--- config.mk ---
export PLATFORM = sky130hd
export DESIGN_NAME = result_bcd
export DESIGN_NICKNAME = d
export VERILOG_FILES = /design/src/rtl/calc_pkg.sv /design/src/rtl/bcd_digit_adj.sv /design/src/rtl/result_bcd.sv
export SDC_FILE = /design/constraint.sdc
export NUM_CORES = 1
export LEC_CHECK = 0
export BUFFER_PORTS_ARGS = -buffer_cell sky130_fd_sc_hd__buf_4
export CORE_ASPECT_RATIO = 0.8
export CORE_MARGIN = 1
export CORE_UTILIZATION = 30
export CTS_CLUSTER_SIZE = 8
export DETAILED_ROUTE_END_ITERATION = 7
export GPL_ROUTABILITY_DRIVEN = 0
export MAX_ROUTING_LAYER = met4
export PLACE_DENSITY = 0.43
export REMOVE_ABC_BUFFERS = 1
export SYNTH_ARGS = -nofsm -noshare
export SYNTH_HDL_FRONTEND = slang
export SYNTH_HIERARCHICAL = 1
export SYNTH_SLANG_ARGS = --single-unit
--- constraint.sdc ---
create_clock -name clock -period 2.1 [get_ports clock]
set_input_delay 0.105 -clock clock [delete_from_list [all_inputs] [get_ports clock]]
set_output_delay 0.105 -clock clock [all_outputs]
set_load 0.01 [all_outputs]
--- src/rtl/calc_pkg.sv ---
// ============================================================================
// Module      : calc_pkg
// Description : Shared calculator constants, BCD FSM state type and sizing helper.
// Revision    : 1.0 - initial release
// ============================================================================
`default_nettype none

package calc_pkg;

    localparam int RESULT_W   = 21;
    localparam int BCD_DIGITS = 6;
    localparam int BCD_MAX    = 999999;

    typedef enum logic [1:0] {
        IDLE   = 2'd0,
        SHIFT  = 2'd1,
        FINISH = 2'd2
    } bcd_state_e;

    // floor(w*log10(2))+1 digits hold any w-bit magnitude; never fewer than ndig
    function automatic int acc_digits(input int w, input int ndig);
        int n;
        n = (w * 30103) / 100000 + 1;
        return (n > ndig) ? n : ndig;
    endfunction

endpackage

`default_nettype wire

--- src/rtl/bcd_digit_adj.sv ---
// ============================================================================
// Module      : bcd_digit_adj
// Description : Double-dabble digit correction, adds 3 to a BCD digit >= 5.
// Revision    : 1.0 - initial release
// ============================================================================
`default_nettype none

module bcd_digit_adj (
    input  logic [3:0] d_i,
    output logic [3:0] d_o
);

    assign d_o = (d_i >= 4'd5) ? (d_i + 4'd3) : d_i;

endmodule

`default_nettype wire

--- src/rtl/result_bcd.sv ---
// ============================================================================
// Module      : result_bcd
// Description : Sequential signed binary to BCD converter (double dabble) with
//               range/overflow error and optional leading-zero blanking
//               (enabled by defining RESULT_BCD_BLANK_EN).
// Revision    : 1.0 - initial release
// ============================================================================
`default_nettype none

module result_bcd
    import calc_pkg::*;
#(
    parameter int W    = RESULT_W,
    parameter int NDIG = BCD_DIGITS
) (
    input  logic              clock,
    input  logic              reset_n,
    input  logic              start,
    input  logic [W-1:0]      value,
    input  logic              ovf_in,
    output logic              busy,
    output logic              done,
    output logic [4*NDIG-1:0] digits,
    output logic              sign,
    output logic              err,
    output logic [NDIG-1:0]   blank
);

    localparam int ACC = acc_digits(W, NDIG);
    localparam int CW  = $clog2(W + 1);

    bcd_state_e        state_q, state_d;
    logic [CW-1:0]     cnt_q, cnt_d;
    logic [W-1:0]      mag_q, mag_d;
    logic [4*ACC-1:0]  acc_q, acc_d, acc_adj;
    logic              neg_q, neg_d;
    logic              ovf_q, ovf_d;
    logic              lost_q, lost_d;
    logic              done_q, done_d;
    logic [4*NDIG-1:0] digits_q, digits_d;
    logic              sign_q, sign_d;
    logic              err_q, err_d;
    logic              over_range;
    logic [4*NDIG-1:0] fin_digits;

    for (genvar g = 0; g < ACC; g++) begin : g_adj
        bcd_digit_adj u_adj (
            .d_i (acc_q[4*g +: 4]),
            .d_o (acc_adj[4*g +: 4])
        );
    end

    always_comb begin
        over_range = ovf_q | lost_q;
        for (int i = NDIG; i < ACC; i++) begin
            if (acc_q[4*i +: 4] != 4'd0) over_range = 1'b1;
        end
        fin_digits = over_range ? '0 : acc_q[4*NDIG-1:0];
    end

    always_comb begin
        state_d  = state_q;
        cnt_d    = cnt_q;
        mag_d    = mag_q;
        acc_d    = acc_q;
        neg_d    = neg_q;
        ovf_d    = ovf_q;
        lost_d   = lost_q;
        done_d   = 1'b0;
        digits_d = digits_q;
        sign_d   = sign_q;
        err_d    = err_q;
        unique case (state_q)
            IDLE: begin
                if (start) begin
                    neg_d   = value[W-1];
                    // -2^(W-1) negates to itself, which read unsigned is the true magnitude
                    mag_d   = value[W-1] ? (~value + {{(W-1){1'b0}}, 1'b1}) : value;
                    ovf_d   = ovf_in;
                    lost_d  = 1'b0;
                    acc_d   = '0;
                    cnt_d   = CW'(W);
                    state_d = SHIFT;
                end
            end
            SHIFT: begin
                acc_d  = {acc_adj[4*ACC-2:0], mag_q[W-1]};
                mag_d  = {mag_q[W-2:0], 1'b0};
                lost_d = lost_q | acc_adj[4*ACC-1];
                cnt_d  = cnt_q - CW'(1);
                if (cnt_q == CW'(1)) state_d = FINISH;
            end
            FINISH: begin
                digits_d = fin_digits;
                sign_d   = neg_q;
                err_d    = over_range;
                done_d   = 1'b1;
                state_d  = IDLE;
            end
            default: state_d = IDLE;
        endcase
    end

    always_ff @(posedge clock or negedge reset_n) begin
        if (!reset_n) begin
            state_q  <= IDLE;
            cnt_q    <= '0;
            mag_q    <= '0;
            acc_q    <= '0;
            neg_q    <= 1'b0;
            ovf_q    <= 1'b0;
            lost_q   <= 1'b0;
            done_q   <= 1'b0;
            digits_q <= '0;
            sign_q   <= 1'b0;
            err_q    <= 1'b0;
        end else begin
            state_q  <= state_d;
            cnt_q    <= cnt_d;
            mag_q    <= mag_d;
            acc_q    <= acc_d;
            neg_q    <= neg_d;
            ovf_q    <= ovf_d;
            lost_q   <= lost_d;
            done_q   <= done_d;
            digits_q <= digits_d;
            sign_q   <= sign_d;
            err_q    <= err_d;
        end
    end

    assign busy   = (state_q != IDLE);
    assign done   = done_q;
    assign digits = digits_q;
    assign sign   = sign_q;
    assign err    = err_q;

`ifdef RESULT_BCD_BLANK_EN
    logic [NDIG-1:0] blank_q, blank_d;

    // Digit 0 always shows, so zero displays as "0"
    always_comb begin : p_blank
        logic z;
        z       = 1'b1;
        blank_d = '0;
        for (int i = NDIG - 1; i >= 1; i--) begin
            z          = z & (fin_digits[4*i +: 4] == 4'd0);
            blank_d[i] = z;
        end
    end

    always_ff @(posedge clock or negedge reset_n) begin
        if (!reset_n) begin
            blank_q <= '0;
        end else if (state_q == FINISH) begin
            blank_q <= blank_d;
        end
    end

    assign blank = blank_q;
`else
    assign blank = '0;
`endif

endmodule

`default_nettype wire

==> flow_summary.json <==
{
  "ant_nets": 0,
  "fin_nets": 606,
  "path_cells": "nor2b_4 > nor2_1 > a22oi_1 > o211ai_2",
  "grt_setup_unrepaired": "false",
  "async_reset_ff_share_pct": 100,
  "setup_slack_ns": 0.309,
  "fmax_ghz": 0.558,
  "wl_um": 10700,
  "status": "finished clean",
  "cts_made_buffers": 9,
  "dr_total_vias": 3658,
  "via_per_inst": 4.71,
  "post_cts_buffers": 0,
  "synth_edf_count": 0,
  "globalRoute.totalOverflow": 0,
  "synth_warnings": 6,
  "finalPower_uw": 7270,
  "cts_max_path_buffers": 2,
  "fin_crit_sh_pct": 85.3,
  "die_x_um": 142,
  "cpMaxStageDelayCell": "nor2_1",
  "p_seq_share_pct": 39.2,
  "reg2regPathDepth": 4,
  "crit_type": "flop to flop",
  "fillers": 1538,
  "wl_per_cell_um": 13.7,
  "ios": 59,
  "internal_power_uw": 4350,
  "cts_tree": "yes",
  "cts_max_level": 3,
  "cts_resized": 0,
  "clock-skew-final_ns": 0.00752,
  "die_y_um": 114,
  "drt-pass1-iter-count": 4,
  "synthFlopType": "dfrtp_1",
  "drc": 0,
  "io_buffers": 52,
  "critPathLaunchType": "flop",
  "required_ns": 2.36,
  "multiInputGateArea_um2": 2330,
  "antenna_found_initial": 0,
  "slew_violations": 0,
  "start_util_pct": 30.9,
  "clk_latency_ns": 0.34,
  "leakage_uw": 0.00269,
  "hp-class": "input pin to flop",
  "grt_pass1_wl_um": 18500,
  "top_usage_layer": "met2",
  "drtIter0Drc": 202,
  "hpwl_um": 7220,
  "setup_viol": 0,
  "p_sw_share_pct": 40.1,
  "syn_avg_cell_area_um2": 9.16,
  "fin_crit_ns": 1.79,
  "irDropWorstVdd_mv": 0.528,
  "layout-drive-gt1-share_pct": 17.3,
  "rows": 40,
  "grt_use_met3_pct": 4.16,
  "endpoint_kind": "flop",
  "ys_ff_latch": 86,
  "syn-instance-count": 512,
  "ys_types": 49,
  "drv_cap": 0,
  "root_buffer": "clkbuf_16",
  "p_sw_uw": 2920,
  "grt_pass1_vias": 3535,
  "powerDensity_nw_per_um2": 1290,
  "synth_top_area_share_pct": 45.9,
  "path_clk_slew_ns": 0.06,
  "hold_path_depth": 3,
  "grt_max_degree": 51,
  "yosysSeqAreaShare_pct": 45.9,
  "syn_to_final_growth_pct": 20.0,
  "met2_usage_pct": 21.7,
  "dp_slack_ns": 0.290,
  "grt_use_total_pct": 15.1,
  "timing.slew.headroom_pct": 34.7,
  "worst_slew_pin_slew_ns": 0.975,
  "core_area_um2": 15200,
  "die_area_um2": 16100,
  "cts_sinks": 86,
  "netlist_top_cells_area": "dfrtp_1, nand2_1, ha_1",
  "synth.cell_area_um2": 4690,
  "synth_top_cell_by_area": "dfrtp_1",
  "combPwrFrac_pct": 41.1,
  "cp_max_fo": 14,
  "p_clk_share_pct": 19.7,
  "seqCellArea_um2": 2150,
  "diodes": 0,
  "timing.final.hold_violations": 0,
  "critical-path-max-stage-delay_ns": 0.75,
  "cp.arrival_ns": 2.05,
  "grt_use_met1_pct": 20.8
}
## critical path: cells and delay by family (launching register included)
| family | cells | cell delay, ns |
|---|---|---|
| and+or+nand+nor | 2 | 0.91 |
| DFF | 1 | 0.46 |
| AOI/OAI and AO/OA | 2 | 0.33 |
## synthesized netlist by cell type (2+ instances only)
cell type  count
buf_1          4
buf_4          6
o211ai_1       3
nor4_1         2
o21ai_0       25
xor2_1        11
ha_1          17
a22oi_1       15
a21oi_2        7
or4_1          2
nand3_1       36
a22o_1        24
o21ai_1        7
nor2_1        25
buf_2          3
xnor2_1        9
o22ai_1        3
nor4_4         2
a21oi_1        6
and2_1         3
clkbuf_1      16
and3_1         2
a211oi_1       2
nand2b_1      18
inv_1         20
nand2_1      111
mux2i_1       14
nor3_1         6
nor4b_1        2
nor2b_1        6
buf_6          2
dfrtp_1       86
## registers in the layout, summed over array words and instances, names as in the netlist
signal and cells:
done 1, mag_q 21, acc_q 28, err 1, sign 1, ovf_q 1, state_q 2, neg_q 1
lost_q 1, cnt_q 5, digits 24
## layout by cell type, fill, tap and decap left out, types with 15 or more instances in the layout
cell,synthesis,routed
nand2_1,111,111
o21ai_0,25,25
nor2_1,25,25
ha_1,17,17
buf_4,6,62
a22oi_1,15,15
nand2b_1,18,17
a22o_1,24,24
nand3_1,36,36
inv_1,20,20
dfrtp_1,86,86
## cell families after synthesis
kind of cell / Yosys count / synth area share [%]
AO/OA/AOI/OAI: 95 / 14.0
XOR/XNOR: 20 / 3.73
adder cells (fa/ha/maj): 17 / 4.53
buffers and inverters: 51 / 4.96
flip-flops: 86 / 45.9
multiplexers: 15 / 3.23
other: 1 / 0.0799
AND/OR/NAND/NOR: 227 / 23.6
## metal layers
metal	vias up	part of all wire, %
met2	78	43
met4	0	0.91
met1	1723	52
met5	-	0
li1	1849	-
met3	8	4.6
## power groups by stage
stage               sequential [uW]  combinational (uW)  clock [uW]
floorplan                      2710                2230           0
global placement               2870                2950           0
detailed placement             2880                3040           0
CTS                            2850                3050        1500
global route                   2960                3510        1550
finish                         2850                2990        1430
## layout make-up
cell class | count | share of cell area (%)
Clock buffer | 12 | 4.38
Clock inverter | 2 | 0.178
Inverter | 20 | 1.33
Multi-Input combinational cell | 380 | 41.5
Sequential cell | 86 | 38.2
Tap cell | 210 | 4.67
Timing Repair Buffer | 67 | 9.70
## metrics by stage
stage / cells / setup TNS [ns] / hold slack, ns / area [um^2] / utilization [%]
after global placement: 761 / 0 / 0.0848 / 5350 / 35.3
after detailed placement: 761 / 0 / 0.102 / 5350 / 35.3
after CTS: 777 / 0 / 0.0481 / 5630 / 37.1
after floorplan: 486 / -28.57 / -0.191 / 4550 / -
after global routing: 777 / 0 / 0.0695 / 5630 / 37.1
final: 777 / 0 / 0.0698 / 5630 / 37.1
## what timing repair did
item                                   4_1_cts  5_1_grt
endpoints found under the hold margin       31        0
setup endpoints to repair                    0        0
hold buffers                                 2        0
## worst paths after layout
| kind | startpoint | endpoint | slack [ns] |
|---|---|---|---|
| min in group asynchronous | reset_n | acc_q[18]$_DFFE_PN0P_ | 0.27 |
| worst max-delay path | state_q[0]$_DFFE_PN0P_ | mag_q[15]$_DFFE_PN0P_ | 0.31 |
| worst min-delay path | value[15] | mag_q[15]$_DFFE_PN0P_ | 0.07 |
| worst min register to register | ovf_q$_DFFE_PN0P_ | ovf_q$_DFFE_PN0P_ | 0.47 |
| worst max register to register | state_q[0]$_DFFE_PN0P_ | mag_q[15]$_DFFE_PN0P_ | 0.31 |
| max in group asynchronous | reset_n | acc_q[3]$_DFFE_PN0P_ | 1.19 |
(Power assumes the default switching activity.)
